`src/rtl/clas_arbiter_if.sv`:
```
// Request/response bundle between two requesters and clas_arbiter.
// CLAS_ARB_OVF_EN adds the per-port signed-overflow response flag.
interface clas_arbiter_if;
  logic        req0_valid, req1_valid;
  logic        req0_ready, req1_ready;
  logic [15:0] req0_a, req0_b, req1_a, req1_b;
  logic        req0_sel, req1_sel;
  logic        rsp0_valid, rsp1_valid;
  logic        rsp0_ready, rsp1_ready;
  logic [15:0] rsp0_result, rsp1_result;
  logic        rsp0_cout, rsp1_cout;
`ifdef CLAS_ARB_OVF_EN
  logic        rsp0_ovf, rsp1_ovf;
`endif

  modport master (
    output req0_valid, req1_valid, req0_a, req0_b, req1_a, req1_b,
           req0_sel, req1_sel, rsp0_ready, rsp1_ready,
    input  req0_ready, req1_ready, rsp0_valid, rsp1_valid,
           rsp0_result, rsp1_result, rsp0_cout, rsp1_cout
`ifdef CLAS_ARB_OVF_EN
    , input rsp0_ovf, rsp1_ovf
`endif
  );

  modport slave (
    input  req0_valid, req1_valid, req0_a, req0_b, req1_a, req1_b,
           req0_sel, req1_sel, rsp0_ready, rsp1_ready,
    output req0_ready, req1_ready, rsp0_valid, rsp1_valid,
           rsp0_result, rsp1_result, rsp0_cout, rsp1_cout
`ifdef CLAS_ARB_OVF_EN
    , output rsp0_ovf, rsp1_ovf
`endif
  );
endinterface

```
`src/rtl/clas_arbiter.sv`:
```
// Two-port round-robin arbiter sharing one 16-bit add/sub unit (clas_16bit).
// Define CLAS_ARB_OVF_EN to add the registered signed-overflow response flags.
module clas_16bit (
  input  logic [15:0] a,
  input  logic [15:0] b,
  input  logic        sel,
  output logic [15:0] result,
  output logic        c_out
);
  logic [15:0] w_bx, w_g, w_p;
  logic [16:0] w_c;

  // Subtract as a + ~b + 1; the final carry is then the no-borrow flag.
  always_comb begin
    w_bx   = b ^ {16{sel}};
    w_g    = a & w_bx;
    w_p    = a ^ w_bx;
    w_c    = '0;
    w_c[0] = sel;
    for (int unsigned i = 0; i < 16; i++)
      w_c[i+1] = w_g[i] | (w_p[i] & w_c[i]);
    result = w_p ^ w_c[15:0];
    c_out  = w_c[16];
  end
endmodule

module clas_arbiter (
  input  logic           clk,
  input  logic           rst_n,
  output logic           busy,
  clas_arbiter_if.slave  bus
);
  typedef enum logic [1:0] {IDLE, EXEC, RESP} state_t;

  state_t      r_state;
  logic        r_ptr, r_gnt;
  logic [15:0] r_a, r_b, r_result;
  logic        r_sel, r_cout;
  logic        w_gnt_id, w_accept, w_rsp_hs;
  logic [15:0] w_sum;
  logic        w_cout;
`ifdef CLAS_ARB_OVF_EN
  logic        r_ovf, w_ovf;
`endif

  // Gating with rst_n keeps ready low while reset is held, even with valid high.
  always_comb begin
    w_gnt_id = (bus.req0_valid & bus.req1_valid) ? r_ptr : bus.req1_valid;
    w_accept = rst_n & (r_state == IDLE) & (bus.req0_valid | bus.req1_valid);
    w_rsp_hs = (r_state == RESP) & (r_gnt ? bus.rsp1_ready : bus.rsp0_ready);
  end

  assign bus.req0_ready  = w_accept & ~w_gnt_id;
  assign bus.req1_ready  = w_accept &  w_gnt_id;
  assign bus.rsp0_valid  = (r_state == RESP) & ~r_gnt;
  assign bus.rsp1_valid  = (r_state == RESP) &  r_gnt;
  assign bus.rsp0_result = bus.rsp0_valid ? r_result : '0;
  assign bus.rsp1_result = bus.rsp1_valid ? r_result : '0;
  assign bus.rsp0_cout   = bus.rsp0_valid & r_cout;
  assign bus.rsp1_cout   = bus.rsp1_valid & r_cout;
  assign busy            = (r_state != IDLE);

  clas_16bit u_clas (
    .a      (r_a),
    .b      (r_b),
    .sel    (r_sel),
    .result (w_sum),
    .c_out  (w_cout)
  );

`ifdef CLAS_ARB_OVF_EN
  // Overflow when both effective operands share a sign the result does not.
  assign w_ovf        = (r_a[15] == (r_b[15] ^ r_sel)) & (w_sum[15] != r_a[15]);
  assign bus.rsp0_ovf = bus.rsp0_valid & r_ovf;
  assign bus.rsp1_ovf = bus.rsp1_valid & r_ovf;
`endif

  always_ff @(posedge clk or negedge rst_n) begin
    if (!rst_n) begin
      r_state  <= IDLE;
      r_ptr    <= 1'b0;
      r_gnt    <= 1'b0;
      r_a      <= '0;
      r_b      <= '0;
      r_sel    <= 1'b0;
      r_result <= '0;
      r_cout   <= 1'b0;
`ifdef CLAS_ARB_OVF_EN
      r_ovf    <= 1'b0;
`endif
    end else begin
      case (r_state)
        IDLE: if (w_accept) begin
          r_gnt   <= w_gnt_id;
          r_a     <= w_gnt_id ? bus.req1_a   : bus.req0_a;
          r_b     <= w_gnt_id ? bus.req1_b   : bus.req0_b;
          r_sel   <= w_gnt_id ? bus.req1_sel : bus.req0_sel;
          r_state <= EXEC;
        end
        EXEC: begin
          r_result <= w_sum;
          r_cout   <= w_cout;
`ifdef CLAS_ARB_OVF_EN
          r_ovf    <= w_ovf;
`endif
          r_state  <= RESP;
        end
        RESP: if (w_rsp_hs) begin
          r_ptr   <= ~r_gnt;
          r_state <= IDLE;
        end
        default: r_state <= IDLE;
      endcase
    end
  end
endmodule

```
`src/flat_wrapper.sv`:
```
// flat-port wrapper written by rule: the top's interface ports become plain ports
module clas_arbiter_flat 
  (clk, rst_n, busy, bus_req0_valid, bus_req1_valid, bus_req0_a, bus_req0_b, bus_req1_a, bus_req1_b, bus_req0_sel, bus_req1_sel, bus_rsp0_ready, bus_rsp1_ready, bus_req0_ready, bus_req1_ready, bus_rsp0_valid, bus_rsp1_valid, bus_rsp0_result, bus_rsp1_result, bus_rsp0_cout, bus_rsp1_cout);
  clas_arbiter_if bus_i ();
  input  logic clk;
  input  logic rst_n;
  output logic busy;
  input wire logic [$bits(bus_i.req0_valid)-1:0] bus_req0_valid;
  input wire logic [$bits(bus_i.req1_valid)-1:0] bus_req1_valid;
  input wire logic [$bits(bus_i.req0_a)-1:0] bus_req0_a;
  input wire logic [$bits(bus_i.req0_b)-1:0] bus_req0_b;
  input wire logic [$bits(bus_i.req1_a)-1:0] bus_req1_a;
  input wire logic [$bits(bus_i.req1_b)-1:0] bus_req1_b;
  input wire logic [$bits(bus_i.req0_sel)-1:0] bus_req0_sel;
  input wire logic [$bits(bus_i.req1_sel)-1:0] bus_req1_sel;
  input wire logic [$bits(bus_i.rsp0_ready)-1:0] bus_rsp0_ready;
  input wire logic [$bits(bus_i.rsp1_ready)-1:0] bus_rsp1_ready;
  output wire logic [$bits(bus_i.req0_ready)-1:0] bus_req0_ready;
  output wire logic [$bits(bus_i.req1_ready)-1:0] bus_req1_ready;
  output wire logic [$bits(bus_i.rsp0_valid)-1:0] bus_rsp0_valid;
  output wire logic [$bits(bus_i.rsp1_valid)-1:0] bus_rsp1_valid;
  output wire logic [$bits(bus_i.rsp0_result)-1:0] bus_rsp0_result;
  output wire logic [$bits(bus_i.rsp1_result)-1:0] bus_rsp1_result;
  output wire logic [$bits(bus_i.rsp0_cout)-1:0] bus_rsp0_cout;
  output wire logic [$bits(bus_i.rsp1_cout)-1:0] bus_rsp1_cout;
  assign bus_i.req0_valid = bus_req0_valid;
  assign bus_i.req1_valid = bus_req1_valid;
  assign bus_i.req0_a = bus_req0_a;
  assign bus_i.req0_b = bus_req0_b;
  assign bus_i.req1_a = bus_req1_a;
  assign bus_i.req1_b = bus_req1_b;
  assign bus_i.req0_sel = bus_req0_sel;
  assign bus_i.req1_sel = bus_req1_sel;
  assign bus_i.rsp0_ready = bus_rsp0_ready;
  assign bus_i.rsp1_ready = bus_rsp1_ready;
  assign bus_req0_ready = bus_i.req0_ready;
  assign bus_req1_ready = bus_i.req1_ready;
  assign bus_rsp0_valid = bus_i.rsp0_valid;
  assign bus_rsp1_valid = bus_i.rsp1_valid;
  assign bus_rsp0_result = bus_i.rsp0_result;
  assign bus_rsp1_result = bus_i.rsp1_result;
  assign bus_rsp0_cout = bus_i.rsp0_cout;
  assign bus_rsp1_cout = bus_i.rsp1_cout;
  clas_arbiter u_core (.clk(clk), .rst_n(rst_n), .busy(busy), .bus(bus_i));
endmodule
```
`config.mk`:
```
export PLATFORM = sky130hd
export DESIGN_NAME = clas_arbiter_flat
export DESIGN_NICKNAME = d
export VERILOG_FILES = /design/src/rtl/clas_arbiter_if.sv /design/src/rtl/clas_arbiter.sv /design/src/flat_wrapper.sv
export SDC_FILE = /design/constraint.sdc
export NUM_CORES = 1
export LEC_CHECK = 0
export ABC_AREA = 1
export BUFFER_PORTS_ARGS = -buffer_cell sky130_fd_sc_hd__clkbuf_2
export CAP_MARGIN = 20
export CORE_MARGIN = 1
export CORE_UTILIZATION = 45
export CTS_CLUSTER_DIAMETER = 60
export DETAILED_ROUTE_END_ITERATION = 12
export PLACE_DENSITY = 0.68
export SYNTH_ARGS = -nofsm -noshare
export SYNTH_HDL_FRONTEND = slang
export SYNTH_HIERARCHICAL = 1
export SYNTH_SLANG_ARGS = --single-unit
```
`constraint.sdc`:
```
create_clock -name clk -period 9.65 [get_ports clk]
set_input_delay 0.965 -clock clk [delete_from_list [all_inputs] [get_ports clk]]
set_output_delay 0.965 -clock clk [all_outputs]
set_load 0.1 [all_outputs]
```
; After elaboration in Yosys (flattened, before gate mapping)
; Cells that the tools add are included.
[op_classes]
n_eq_ne = 4
n_mux = 10
bitwise = 49
n_reduce_logical = 5
[op_table]
columns = cell, count
row1 = $mux W16, 4
row2 = $xor A16 B16 Y16, 3
row3 = $and A1 B1 Y1, 26
row4 = $or A1 B1 Y1, 17
row5 = $and A16 B16 Y16, 1
row6 = $pmux W2 S3, 1
row7 = $reduce_and A2 Y1, 3
row8 = $mux W2, 2
row9 = $ne A2 B1 Y1 const B, 2
row10 = $mux W1, 3
row11 = $eq A2 B1 Y1 const B, 1
row12 = $eq A2 B2 Y1 const B, 1
row13 = $logic_not A2 Y1, 1
row14 = $not A1 Y1, 2
row15 = $reduce_bool A2 Y1, 1
[totals]
ff_bits = 54
in_bits = 72
out_inout_bits = 39
wordCells = 76

; Depth between registers and ports, before layout
; Gate-level depths: netlist of the first run.
[depth]
depth_word = 34
depth_mapped = 23

; Modules after synthesis
; Netlist of the first run, hierarchy kept.
[by_module_without_submodules]
columns = mod, instances, cells_per_inst, area_per_inst_um2, seq_area_each_um2
row1 = clas_arbiter, 1, 391, 2761.4, 1351.3
row2 = clas_16bit, 1, 115, 729.4, 0.0

; Worst setup path after synthesis of the first run
; Ideal clock, no wire load.
[synth_path]
kind = register to register
startpoint = register u_core.r_sel
endpoint = register u_core.r_result[15]
setup_time_ps = 124
t_arrival_ps = 6676
required_time_ps = 9526
slack_ps = 2851
path_stages_with_launch = 23
path_buffers = 2
path_cell_list = dfrtp_1 buf_6 clkbuf_8 nand2_1 nand2_1 fa_1 fa_1 fa_1 fa_1 fa_1 fa_1 fa_1 fa_1 fa_1 fa_1 fa_1 fa_1 fa_1 fa_1 inv_1 fa_1 nor2_1 a21oi_1
[synth_between]
elab_chain_cells = 33
word_cells_on_any_way = 34
[synth_rtl]
columns = element, line
row1 = start: declaration, clas_arbiter.sv:38  ; logic r_sel, r_cout;
row2 = start signal: assignment, clas_arbiter.sv:97  ; r_sel <= w_gnt_id ? bus.req1_sel : bus.req0_sel;
row3 = $xor A16 B16 Y16, clas_arbiter.sv:15  ; w_bx = b ^ {16{sel}};
row4 = $xor A16 B16 Y16, clas_arbiter.sv:17  ; w_p = a ^ w_bx;
row5 = $and A1 B1 Y1, clas_arbiter.sv:21  ; w_c[i+1] = w_g[i] | (w_p[i] & w_c[i]);
row6 = $or A1 B1 Y1, clas_arbiter.sv:21
row7 = $and A1 B1 Y1, clas_arbiter.sv:21
row8 = $or A1 B1 Y1, clas_arbiter.sv:21
row9 = $and A1 B1 Y1, clas_arbiter.sv:21
row10 = $or A1 B1 Y1, clas_arbiter.sv:21
row11 = [18 not listed], --
row12 = $and A1 B1 Y1, clas_arbiter.sv:21
row13 = $or A1 B1 Y1, clas_arbiter.sv:21
row14 = $and A1 B1 Y1, clas_arbiter.sv:21
row15 = $or A1 B1 Y1, clas_arbiter.sv:21
row16 = $and A1 B1 Y1, clas_arbiter.sv:21
row17 = $or A1 B1 Y1, clas_arbiter.sv:21
row18 = $xor A16 B16 Y16 (*), clas_arbiter.sv:22  ; result = w_p ^ w_c[15:0];
row19 = named net u_core.w_sum[15], clas_arbiter.sv:40  ; logic [15:0] w_sum;
row20 = end signal: assignment, clas_arbiter.sv:101  ; r_result <= w_sum;
row21 = end: declaration, clas_arbiter.sv:37  ; logic [15:0] r_a, r_b, r_result;
; Mark *: on every way through the listed nets, which the timed path passes. The rest lies on a longest branch.
; A chain may end at the register's enable or synchronous reset.

; Worst setup path after layout of the first run
; Same ends and word-level chain as after synthesis.

==> results of run 1 <==
==> cell type report <==
cell class | count | area, sq um
clock buffers | 5 | 68.8
clock inverters | 2 | 13.8
fillers | 756 | 3280
inverters | 74 | 285
multi-input cells | 353 | 1670
flip-flops and latches | 54 | 1350
well taps | 99 | 124
repair buffers | 114 | 581
==> worst paths after layout <==
| path | start | slack (ps) | endpoint |
|---|---|---|---|
| max | u_core/r_sel$_DFFE_PN0P_ | 2240 | u_core/r_result[15]$_DFFE_PN0N_ |
| min | u_core/r_a[4]$_DFFE_PN0P_ | 480 | u_core/r_a[4]$_DFFE_PN0P_ |
| max reg2reg | u_core/r_sel$_DFFE_PN0P_ | 2240 | u_core/r_result[15]$_DFFE_PN0N_ |
| min reg2reg | u_core/r_a[4]$_DFFE_PN0P_ | 480 | u_core/r_a[4]$_DFFE_PN0P_ |
| max in group asynchronous | rst_n | 8440 | u_core/r_result[8]$_DFFE_PN0N_ |
| min in group asynchronous | rst_n | 760 | u_core/r_state[1]$_DFFE_PN0P_ |
==> power by group through the flow <==
stage	combinational, mW	sequential [mW]	clock (mW)
2_1_floorplan	0.788	0.378	0
3_3_place_gp	0.916	0.399	0
3_5_place_dp	0.934	0.402	0
4_1_cts	0.939	0.398	0.125
5_1_grt	1.05	0.412	0.135
6_report	0.937	0.398	0.121
==> worst max-delay path: stages (launching register included) <==
cell and delay, ps:
dfrtp_1 740, inv_8 120, nand2_2 80, nand2_1 60
fa_1 410, fa_1 390, fa_1 400, fa_1 400
fa_1 410, fa_1 400, fa_1 400, fa_1 410
fa_1 400, fa_1 400, fa_1 400, fa_1 390
fa_1 390, fa_1 370, inv_1 80, fa_1 400
nor2_1 130, a21oi_1 70
==> metal layers <==
| layer | vias up | share of wire (%) | global-route usage (%) |
|---|---|---|---|
| met5 | - | 0 | 0 |
| met4 | 0 | 0.78 | 4.17 |
| met3 | 5 | 4.8 | 3.98 |
| met2 | 92 | 44 | 32.2 |
| met1 | 1369 | 51 | 27.6 |
| li1 | 1671 | - | - |
==> sequential cells by signal, indices dropped and copies added, names as in the netlist <==
register         count
u_core/r_cout        1
u_core/r_ptr         1
u_core/r_sel         1
u_core/r_state       2
u_core/r_b          16
u_core/r_a          16
u_core/r_gnt         1
u_core/r_result     16
==> cells by family (layout without fill, tap and decap cells) <==
kind of cell	Yosys count	count (layout)	share of synthesized area [%]
and+or+nand+nor	319	319	36.5
buffers and inverters	99	195	13.4
DFF	54	54	38.7
AOI/OAI and AO/OA	19	19	2.72
adders and majority gates	15	15	8.60
==> stage by stage <==
step	hold slack (ps)	util (%)	instance area, sq um	setup slack, ps
3_5_place_dp	465	54.4	4010	2320
6_report	485	55.6	4090	2240
2_1_floorplan	449	-	3490	2850
3_3_place_gp	464	54.4	4010	2420
4_1_cts	490	55.6	4090	2280
5_1_grt	512	55.6	4090	1950
==> cell usage in the layout, fill, tap and decap left out <==
master      n
o21ai_0     2
nor2_2      1
buf_4       4
nand3_1    33
inv_1      73
nand3_2     1
nand2_1   224
nand2_2     5
clkinv_2    1
a21oi_1    17
or2_1       1
inv_8       1
dfrtp_1    54
nor2_1     53
clkbuf_8    5
clkbuf_2  110
inv_6       1
nor3_4      1
fa_1       15
==> results.sh, run 1 <==
export IMPL_syn_avg_cell_area_sq_um=6.90
export IMPL_antenna_cells=0
export IMPL_dr_pass1_iters=4
export IMPL_p_clk_share_pct=8.3
export IMPL_drcViolationCount=0
export IMPL_num_io_pins=111
export IMPL_track_usage_pct=19.8
export IMPL_fin_tns_setup_ps=0
export IMPL_vias_per_cell=4.48
export IMPL_grt_max_degree=56
export IMPL_grt_pass1_vias=2959
export IMPL_synth_common_cells="nand2_1 (224), inv_1 (73), dfrtp_1 (54), nor2_1 (53), nand3_1 (33)"
export IMPL_drt_iter0_drc=123
export IMPL_ys_ff_latch=54
export IMPL_finalCritPeriodShare_pct=76.8
export IMPL_tritoncts="yes"
export IMPL_place_gp_congestion=0.758
export IMPL_cts_sinks=54
export IMPL_grt_pass1_wl_um=13200
export IMPL_cts_root_buf="clkbuf_8"
export IMPL_core_sq_um=7370
export IMPL_p_comb_share_pct=64.4
export IMPL_ys_types=20
export IMPL_row_count=31
export IMPL_hold_class="reg -> reg"
export IMPL_power_density_nw_per_um2=356
export IMPL_clockBufferDepth=2
export IMPL_p_total_mw=1.46
export IMPL_io_buffers=110
export IMPL_cp_arrival_ps=7560
export IMPL_syn_instance_count=506
export IMPL_p_leak_nw=2.57
export IMPL_wl_um=7390
export IMPL_cp_required_ps=9800
export IMPL_syn_to_final_growth_pct=17.3
export IMPL_sw_frac_of_total_pct=56.0
export IMPL_post_dp_hpwl_um=5720
export IMPL_die_height_um=90.1
export IMPL_slew_viol_final=0
export IMPL_maxSlewHeadroom_pct=29.0
export IMPL_synth_edf_count=0
export IMPL_die_area_sq_um=8110
export IMPL_holdPathStages=2
export IMPL_p_sw_mw=0.816
export IMPL_fin_skew_ps=5.71
export IMPL_dr_total_vias=3137
export IMPL_p_int_mw=0.640
export IMPL_ctsHtreeMaxLevel=2
export IMPL_async_reset_ff_share_pct=100
export IMPL_yosys_warnings=6
export IMPL_worstMarginPinSlew_ps=1060
export IMPL_drive_gt1_share_pct=21.6
export IMPL_postCtsSetupRepairBufs=0
export IMPL_numCtsBuffers=5
export IMPL_fin_nets=689
export IMPL_endpoint_kind="register"
export IMPL_post_synth_top_count_cell="nand2_1"
export IMPL_crit_type="reg -> reg"
export IMPL_cts_hold_buf=0
export IMPL_cts_resized=0
export IMPL_maxCapViolCount=0
export IMPL_clk_pin_slew_ps=90
export IMPL_worst_setup_path_start_kind="register"
export IMPL_min_period_ps=7410
export IMPL_dp_cells=694
export IMPL_fmax_mhz=135
export IMPL_status="finished clean"
export IMPL_yosys_most_used_dff="dfrtp_1"
export IMPL_synth_fp_nets=593
export IMPL_worstRegToRegCells=21
export IMPL_avgRoutedWirePerCell_um=10.5
export IMPL_ir_drop_v=0.0000904
export IMPL_grt_ovfl_total=0
export IMPL_yosys_top_cells_area="dfrtp_1 (39%), nand2_1 (24%), fa_1 (8.6%), inv_1 (7.8%), nor2_1 (5.7%)"
export IMPL_power_frac_seq_pct=27.3
export IMPL_crit_fanout=17
export IMPL_yosysTopAreaCellShare_pct=38.7
export IMPL_stdcell_count=701
export IMPL_synth_area_leader_cell="dfrtp_1"
export IMPL_ant_nets=0
export IMPL_start_util_pct=47.4
export IMPL_die_w_um=90.1
export IMPL_hold_violations=0
export IMPL_clkLatencyLatePin_ps=310
export IMPL_antenna_found_initial=0
export IMPL_syn_area_sq_um=3490
export IMPL_finalSetupViolations=0
export IMPL_yosysSeqAreaShare_pct=38.7
export IMPL_rsz0062_at_grt="false"
(Power assumes the default switching activity.)
==> inputs of run 2 (changes only) <==
--- a/config.mk
+++ b/config.mk
@@ -12,7 +12,7 @@
 export CORE_UTILIZATION = 45
 export CTS_CLUSTER_DIAMETER = 60
 export DETAILED_ROUTE_END_ITERATION = 12
-export PLACE_DENSITY = 0.68
+export PLACE_DENSITY = 0.71
 export SYNTH_ARGS = -nofsm -noshare
 export SYNTH_HDL_FRONTEND = slang
 export SYNTH_HIERARCHICAL = 1
==> constraint.sdc (replaced) <==
create_clock -name clk -period 6.6 [get_ports clk]
set_input_delay 0.66 -clock clk [delete_from_list [all_inputs] [get_ports clk]]
set_output_delay 0.66 -clock clk [all_outputs]
set_load 0.1 [all_outputs]
==> run 2 against run 1 <==
Against the previous run: flip-flop and latch count unchanged; critical path depth down 1; via count grew 2.0%; die area unchanged; clock power grew 110%; cell count is 0.57% higher; cell area grew 2.6%; critical path type unchanged.
==> results.sh, run 2 (synthesized netlist as in run 1, its figures left out) <==
export IMPL_status="finished clean"
export IMPL_grt_pass1_wl_um=13300
export IMPL_ir_drop_v=0.000263
export IMPL_cts_root_buf="clkbuf_8"
export IMPL_top_regs="u_core/r_a x16, u_core/r_b x16, u_core/r_result x16"
export IMPL_cts_sinks=54
export IMPL_endpoint_kind="register"
export IMPL_finalSetupViolations=0
export IMPL_io_buffers=110
export IMPL_dp_cells=696
export IMPL_slew_viol_final=0
export IMPL_drive_gt1_share_pct=24.1
export IMPL_final_common_cell="nand2_1"
export IMPL_stdcell_count=705
export IMPL_power_density_nw_per_um2=536
export IMPL_cp_required_ps=6760
export IMPL_tritoncts="yes"
export IMPL_track_usage_pct=20.0
export IMPL_dr_pass1_iters=5
export IMPL_finalCritPeriodShare_pct=98.2
export IMPL_place_gp_congestion=0.805
export IMPL_wl_um=7710
export IMPL_fin_skew_ps=8.75
export IMPL_worstMarginPinSlew_ps=979
export IMPL_hold_violations=0
export IMPL_p_clk_share_pct=11.6
export IMPL_cts_hold_buf=0
export IMPL_min_period_ps=6480
export IMPL_holdWs_ps=457
export IMPL_crit_fanout=3
export IMPL_p_comb_share_pct=62.9
export IMPL_fin_nets=692
export IMPL_p_total_mw=2.25
export IMPL_dr_total_vias=3201
export IMPL_die_w_um=90.1
export IMPL_ctsHtreeMaxLevel=2
export IMPL_core_sq_um=7370
export IMPL_num_io_pins=111
export IMPL_sw_frac_of_total_pct=53.8
export IMPL_ant_nets=0
export IMPL_crit_type="reg -> reg"
export IMPL_antenna_found_initial=0
export IMPL_hold_class="in -> async"
export IMPL_grt_ovfl_total=0
export IMPL_maxSlewHeadroom_pct=34.6
export IMPL_die_area_sq_um=8110
export IMPL_maxCapViolCount=0
export IMPL_drcViolationCount=0
export IMPL_drt_iter0_drc=180
export IMPL_p_sw_mw=1.21
export IMPL_worst_setup_path_start_kind="register"
export IMPL_clockBufferDepth=2
export IMPL_grt_pass1_vias=2878
export IMPL_die_height_um=90.1
export IMPL_grt_max_degree=56
export IMPL_cp_arrival_ps=6650
export IMPL_antenna_cells=0
export IMPL_p_int_mw=1.04
export IMPL_clk_pin_slew_ps=100
export IMPL_final_cell_mix="nand2_1 (224), clkbuf_2 (110), inv_1 (73)"
export IMPL_power_frac_seq_pct=25.6
export IMPL_avgRoutedWirePerCell_um=10.9
export IMPL_fin_tns_setup_ps=0
export IMPL_p_leak_nw=2.60
export IMPL_post_dp_hpwl_um=5830
export IMPL_row_count=31
export IMPL_clkLatencyLatePin_ps=310
export IMPL_vias_per_cell=4.54
export IMPL_fmax_mhz=154
export IMPL_syn_to_final_growth_pct=20.3
export IMPL_numCtsBuffers=5
export IMPL_start_util_pct=47.4
[run 2: per-layer routing]
layer / share of wire [%] / track usage (%) / vias up
met4: 1.1 / 5.51 / 0
met5: 0 / 0 / -
met1: 49 / 29.7 / 1412
met2: 44 / 30.9 / 105
li1: - / - / 1678
met3: 5.8 / 2.54 / 6
[run 2: worst paths after layout]
kind / to / cells after the start / slack [ps] / start
max: u_core/r_result[15]$_DFFE_PN0N_ / 20 / 120 / u_core/r_sel$_DFFE_PN0P_
min: u_core/r_a[3]$_DFFE_PN0P_ / 2 / 460 / rst_n
max reg2reg: u_core/r_result[15]$_DFFE_PN0N_ / 20 / 120 / u_core/r_sel$_DFFE_PN0P_
min reg2reg: u_core/r_a[11]$_DFFE_PN0P_ / 2 / 490 / u_core/r_a[11]$_DFFE_PN0P_
max in group asynchronous: u_core/r_sel$_DFFE_PN0P_ / 2 / 5670 / rst_n
min in group clk: u_core/r_a[11]$_DFFE_PN0P_ / 2 / 490 / u_core/r_a[11]$_DFFE_PN0P_
[run 2: power groups by stage]
stage	logic, mW	registers (mW)	clock network (mW)
2_1_floorplan	1.16	0.552	0
3_3_place_gp	1.37	0.575	0
3_5_place_dp	1.40	0.582	0
4_1_cts	1.41	0.576	0.268
5_1_grt	1.59	0.595	0.275
6_report	1.42	0.576	0.260
[run 2: cell type report]
class | instances | area (sq um)
clock inverters | 3 | 68.8
inverters | 74 | 285
multi-input cells | 353 | 1700
fillers | 729 | 3170
repair buffers | 117 | 603
well taps | 99 | 124
clock buffers | 5 | 68.8
flip-flops and latches | 54 | 1350
[run 2: what timing repair did]
action                                 CTS  global route
endpoints found under the hold margin    0             0
cloned                                   0             0
resized for setup                        2             4
buffers inserted                         1             0
setup endpoints to repair                1             1
[run 2: stage by stage]
step	utilization (%)	setup WS, ps	cell area, sq um
after detailed placement	54.8	-64.6	4040
after global routing	57.0	-16.3	4200
after global placement	54.8	-4.37	4040
after CTS	56.9	8.03	4190
final	57.0	117	4200
after floorplan	-	39.9	3510
[run 2: critical path: stages, from the launching register on]
cell	delay, ps
dfrtp_2	460
nand2_1	80
nand2_1	70
fa_1	410
fa_2	350
fa_2	360
fa_2	350
fa_2	350
fa_2	350
fa_2	360
fa_2	360
fa_2	350
fa_2	360
fa_2	350
fa_2	340
fa_1	400
fa_1	390
inv_1	80
fa_1	410
nor2_1	110
a21oi_1	60
==> inputs of run 3 (changes only) <==
--- a/config.mk
+++ b/config.mk
@@ -8,12 +8,12 @@
 export ABC_AREA = 1
 export BUFFER_PORTS_ARGS = -buffer_cell sky130_fd_sc_hd__clkbuf_2
 export CAP_MARGIN = 20
+export CORE_ASPECT_RATIO = 0.8
 export CORE_MARGIN = 1
 export CORE_UTILIZATION = 45
 export CTS_CLUSTER_DIAMETER = 60
 export DETAILED_ROUTE_END_ITERATION = 12
-export PLACE_DENSITY = 0.71
+export PLACE_DENSITY = 0.72
 export SYNTH_ARGS = -nofsm -noshare
 export SYNTH_HDL_FRONTEND = slang
-export SYNTH_HIERARCHICAL = 1
 export SYNTH_SLANG_ARGS = --single-unit
==> run 3 against run 2 <==
Against the previous run: clock-buffer cell count is the same; routed wire length shrank 7.3%; maximum frequency grew 1.3%; flip-flop and latch count is the same; sequential power grew 0.9%; cell area shrank 4.4%; register-to-register slack gained 90 ps; first-iteration DRC count shrank 36%; synthesized cell count shrank 13%; area after synthesis shrank 6.4%; critical endpoint is now u_core.r_result[15]$_DFFE_PN0N_; combinational power shrank 19%; worst hold slack gained 1.6 ps.
==> results.sh, run 3 <==
export IMPL_status="finished clean"
export IMPL_finalSetupViolations=0
export IMPL_hold_violations=0
export IMPL_yosysSeqAreaShare_pct=41.3
export IMPL_ctsHtreeMaxLevel=2
export IMPL_start_util_pct=47.0
export IMPL_syn_avg_cell_area_sq_um=7.44
export IMPL_endpoint_kind="register"
export IMPL_clockBufferDepth=2
export IMPL_worst_setup_path_start_kind="register"
export IMPL_antenna_cells=0
export IMPL_cts_root_buf="clkbuf_8"
export IMPL_antenna_found_initial=0
export IMPL_io_buffers=110
export IMPL_async_reset_ff_share_pct=100
export IMPL_cts_sinks=54
export IMPL_clk_pin_slew_ps=100
export IMPL_track_usage_pct=19.5
export IMPL_drcViolationCount=0
export IMPL_numCtsBuffers=5
export IMPL_avgRoutedWirePerCell_um=11.4
export IMPL_reg2reg_from="u_core.r_sel$_DFFE_PN0P_"
export IMPL_rsz0062_at_grt="false"
export IMPL_placed_cell_area_sq_um=3860
export IMPL_yosysTopAreaCellShare_pct=41.3
export IMPL_ys_types=18
export IMPL_core_sq_um=6960
export IMPL_drive_gt1_share_pct=26.8
export IMPL_wl_um=7150
export IMPL_fin_util_pct=57.7
export IMPL_cp_required_ps=6800
export IMPL_place_gp_congestion=0.861
export IMPL_ys_ff_latch=54
export IMPL_critical_path_startpoint="u_core.r_sel$_DFFE_PN0P_"
export IMPL_dp_cells=618
export IMPL_post_dp_hpwl_um=5520
export IMPL_p_leak_nw=2.29
export IMPL_fin_nets=627
export IMPL_grt_ovfl_total=0
export IMPL_synth_edf_count=0
export IMPL_vias_per_cell=4.63
export IMPL_synth_common_cells="nand2_1 (191), dfrtp_1 (54), inv_1 (43), nor2_1 (38), nand3_1 (34)"
export IMPL_power_density_nw_per_um2=486
export IMPL_finalCritPeriodShare_pct=96.9
export IMPL_fin_skew_ps=9.25
export IMPL_fin_area_sq_um=4010
export IMPL_ir_drop_v=0.000147
export IMPL_syn_to_final_growth_pct=22.8
export IMPL_fmax_mhz=156
export IMPL_dr_total_vias=2908
export IMPL_synth_area_leader_cell="dfrtp_1"
export IMPL_clkLatencyLatePin_ps=310
export IMPL_final_cell_mix="nand2_1 (191), clkbuf_2 (110), dfrtp_1 (54)"
export IMPL_min_period_ps=6400
export IMPL_synth_fp_nets=526
export IMPL_post_synth_top_count_cell="nand2_1"
export IMPL_grt_pass1_wl_um=12000
export IMPL_cp_arrival_ps=6590
export IMPL_stdcell_count=628
export IMPL_die_height_um=78.2
export IMPL_syn_instance_count=439
export IMPL_row_count=27
export IMPL_hold_class="in -> async"
export IMPL_maxCapViolCount=0
export IMPL_ant_nets=0
export IMPL_syn_area_sq_um=3270
export IMPL_yosys_most_used_dff="dfrtp_1"
export IMPL_slew_viol_final=0
export IMPL_crit_type="reg -> reg"
export IMPL_grt_max_degree=56
export IMPL_die_area_sq_um=7610
export IMPL_top_regs="u_core.r_a x16, u_core.r_b x16, u_core.r_result x16"
export IMPL_drt_iter0_drc=116
export IMPL_num_io_pins=111
export IMPL_grt_pass1_vias=2599
export IMPL_dr_pass1_iters=4
export IMPL_worstMarginPinSlew_ps=1010
export IMPL_final_common_cell="nand2_1"
export IMPL_yosys_top_cells_area="dfrtp_1 (41%), nand2_1 (22%), fa_1 (9.2%), nand3_1 (5.2%), inv_1 (4.9%)"
export IMPL_die_w_um=97.3
export IMPL_maxSlewHeadroom_pct=32.4
export IMPL_yosys_warnings=0
export IMPL_tritoncts="yes"
export IMPL_crit_fanout=3
export IMPL_p_total_mw=1.95
==> run 3: cell types whose count changed after synthesis, sizes merged, moves of 3 or more <==
cell   delta
xnor2    +15
inv      -31
nand2    -36
o21ai    +17
nor2     -15
buf       -3
a21oi    -17
==> run 3: what timing repair did <==
item,CTS,global route
setup endpoints to repair,1,1
setup buffers,1,0
hold endpoints to repair,0,0
hold buffers,0,0
pin swaps,2,11
resized for setup,0,2
==> run 3: worst max-delay path, cell delays in order (launching register included) <==
cell,delay (ps)
dfrtp_1,430
xnor2_2,160
fa_2,390
fa_2,380
fa_2,350
fa_2,350
fa_2,350
fa_2,350
fa_2,380
fa_2,350
fa_2,350
fa_2,370
fa_2,360
fa_2,340
fa_2,350
fa_1,400
inv_2,70
fa_1,400
nand2_1,70
o21ai_0,70
==> run 3: kinds of logic (layout without fill, tap and decap cells) <==
family | Yosys count | in the layout | synth area share [%]
flops | 54 | 54 | 41.3
xor+xnor | 16 | 16 | 4.29
buf+inv | 66 | 168 | 9.07
simple gates | 268 | 268 | 32.9
compound gates | 19 | 19 | 2.91
fa+ha+maj | 15 | 15 | 9.19
mux | 1 | 1 | 0.306
==> run 3: where the power goes <==
group,switching [mW],internal [mW],leakage (nW)
Sequential,0.0984,0.483,0.675
Clock,0.105,0.112,0.0579
Combinational,0.766,0.388,1.55
Total,0.969,0.983,2.29
==> run 3: area by class of cell <==
cell class	count	area, sq um
Timing Repair Buffer	117	623
Tap cell	87	109
Fill cell	689	2950
Clock inverter	3	40.0
Clock buffer	5	68.8
Multi-Input combinational cell	319	1660
Sequential cell	54	1350
Inverter	43	161
==> run 3: path summary, 6_finish.rpt <==
| kind | depth (start not counted) | endpoint | slack [ps] |
|---|---|---|---|
| setup reg to reg | 19 | u_core.r_result[15]$_DFFE_PN0N_ | 200 |
| max in group asynchronous | 2 | u_core.r_result[1]$_DFFE_PN0N_ | 5690 |
| hold / removal | 2 | u_core.r_a[12]$_DFFE_PN0P_ | 460 |
| min in group clk | 2 | u_core.r_result[2]$_DFFE_PN0N_ | 490 |
| setup / recovery | 19 | u_core.r_result[15]$_DFFE_PN0N_ | 200 |
| hold reg to reg | 2 | u_core.r_result[2]$_DFFE_PN0N_ | 490 |
==> run 3: through the flow <==
stage | setup TNS, ps | hold WS, ps | setup WS [ps]
final | 0 | 459 | 203
after global routing | 0 | 517 | 7.85
after CTS | 0 | 490 | 24.2
after detailed placement | -35.3 | 470 | -35.3
after global placement | 0 | 467 | 6.30
after floorplan | 0 | 364 | 6.21
==> run 3: metal layers <==
metal  GRT usage, %  wire length, um  up-vias
met5              0                0        -
met4           3.97               58        0
met3           3.74              335        6
met2           28.5             2940       85
met1           30.0             3820     1299
li1               -                -     1518
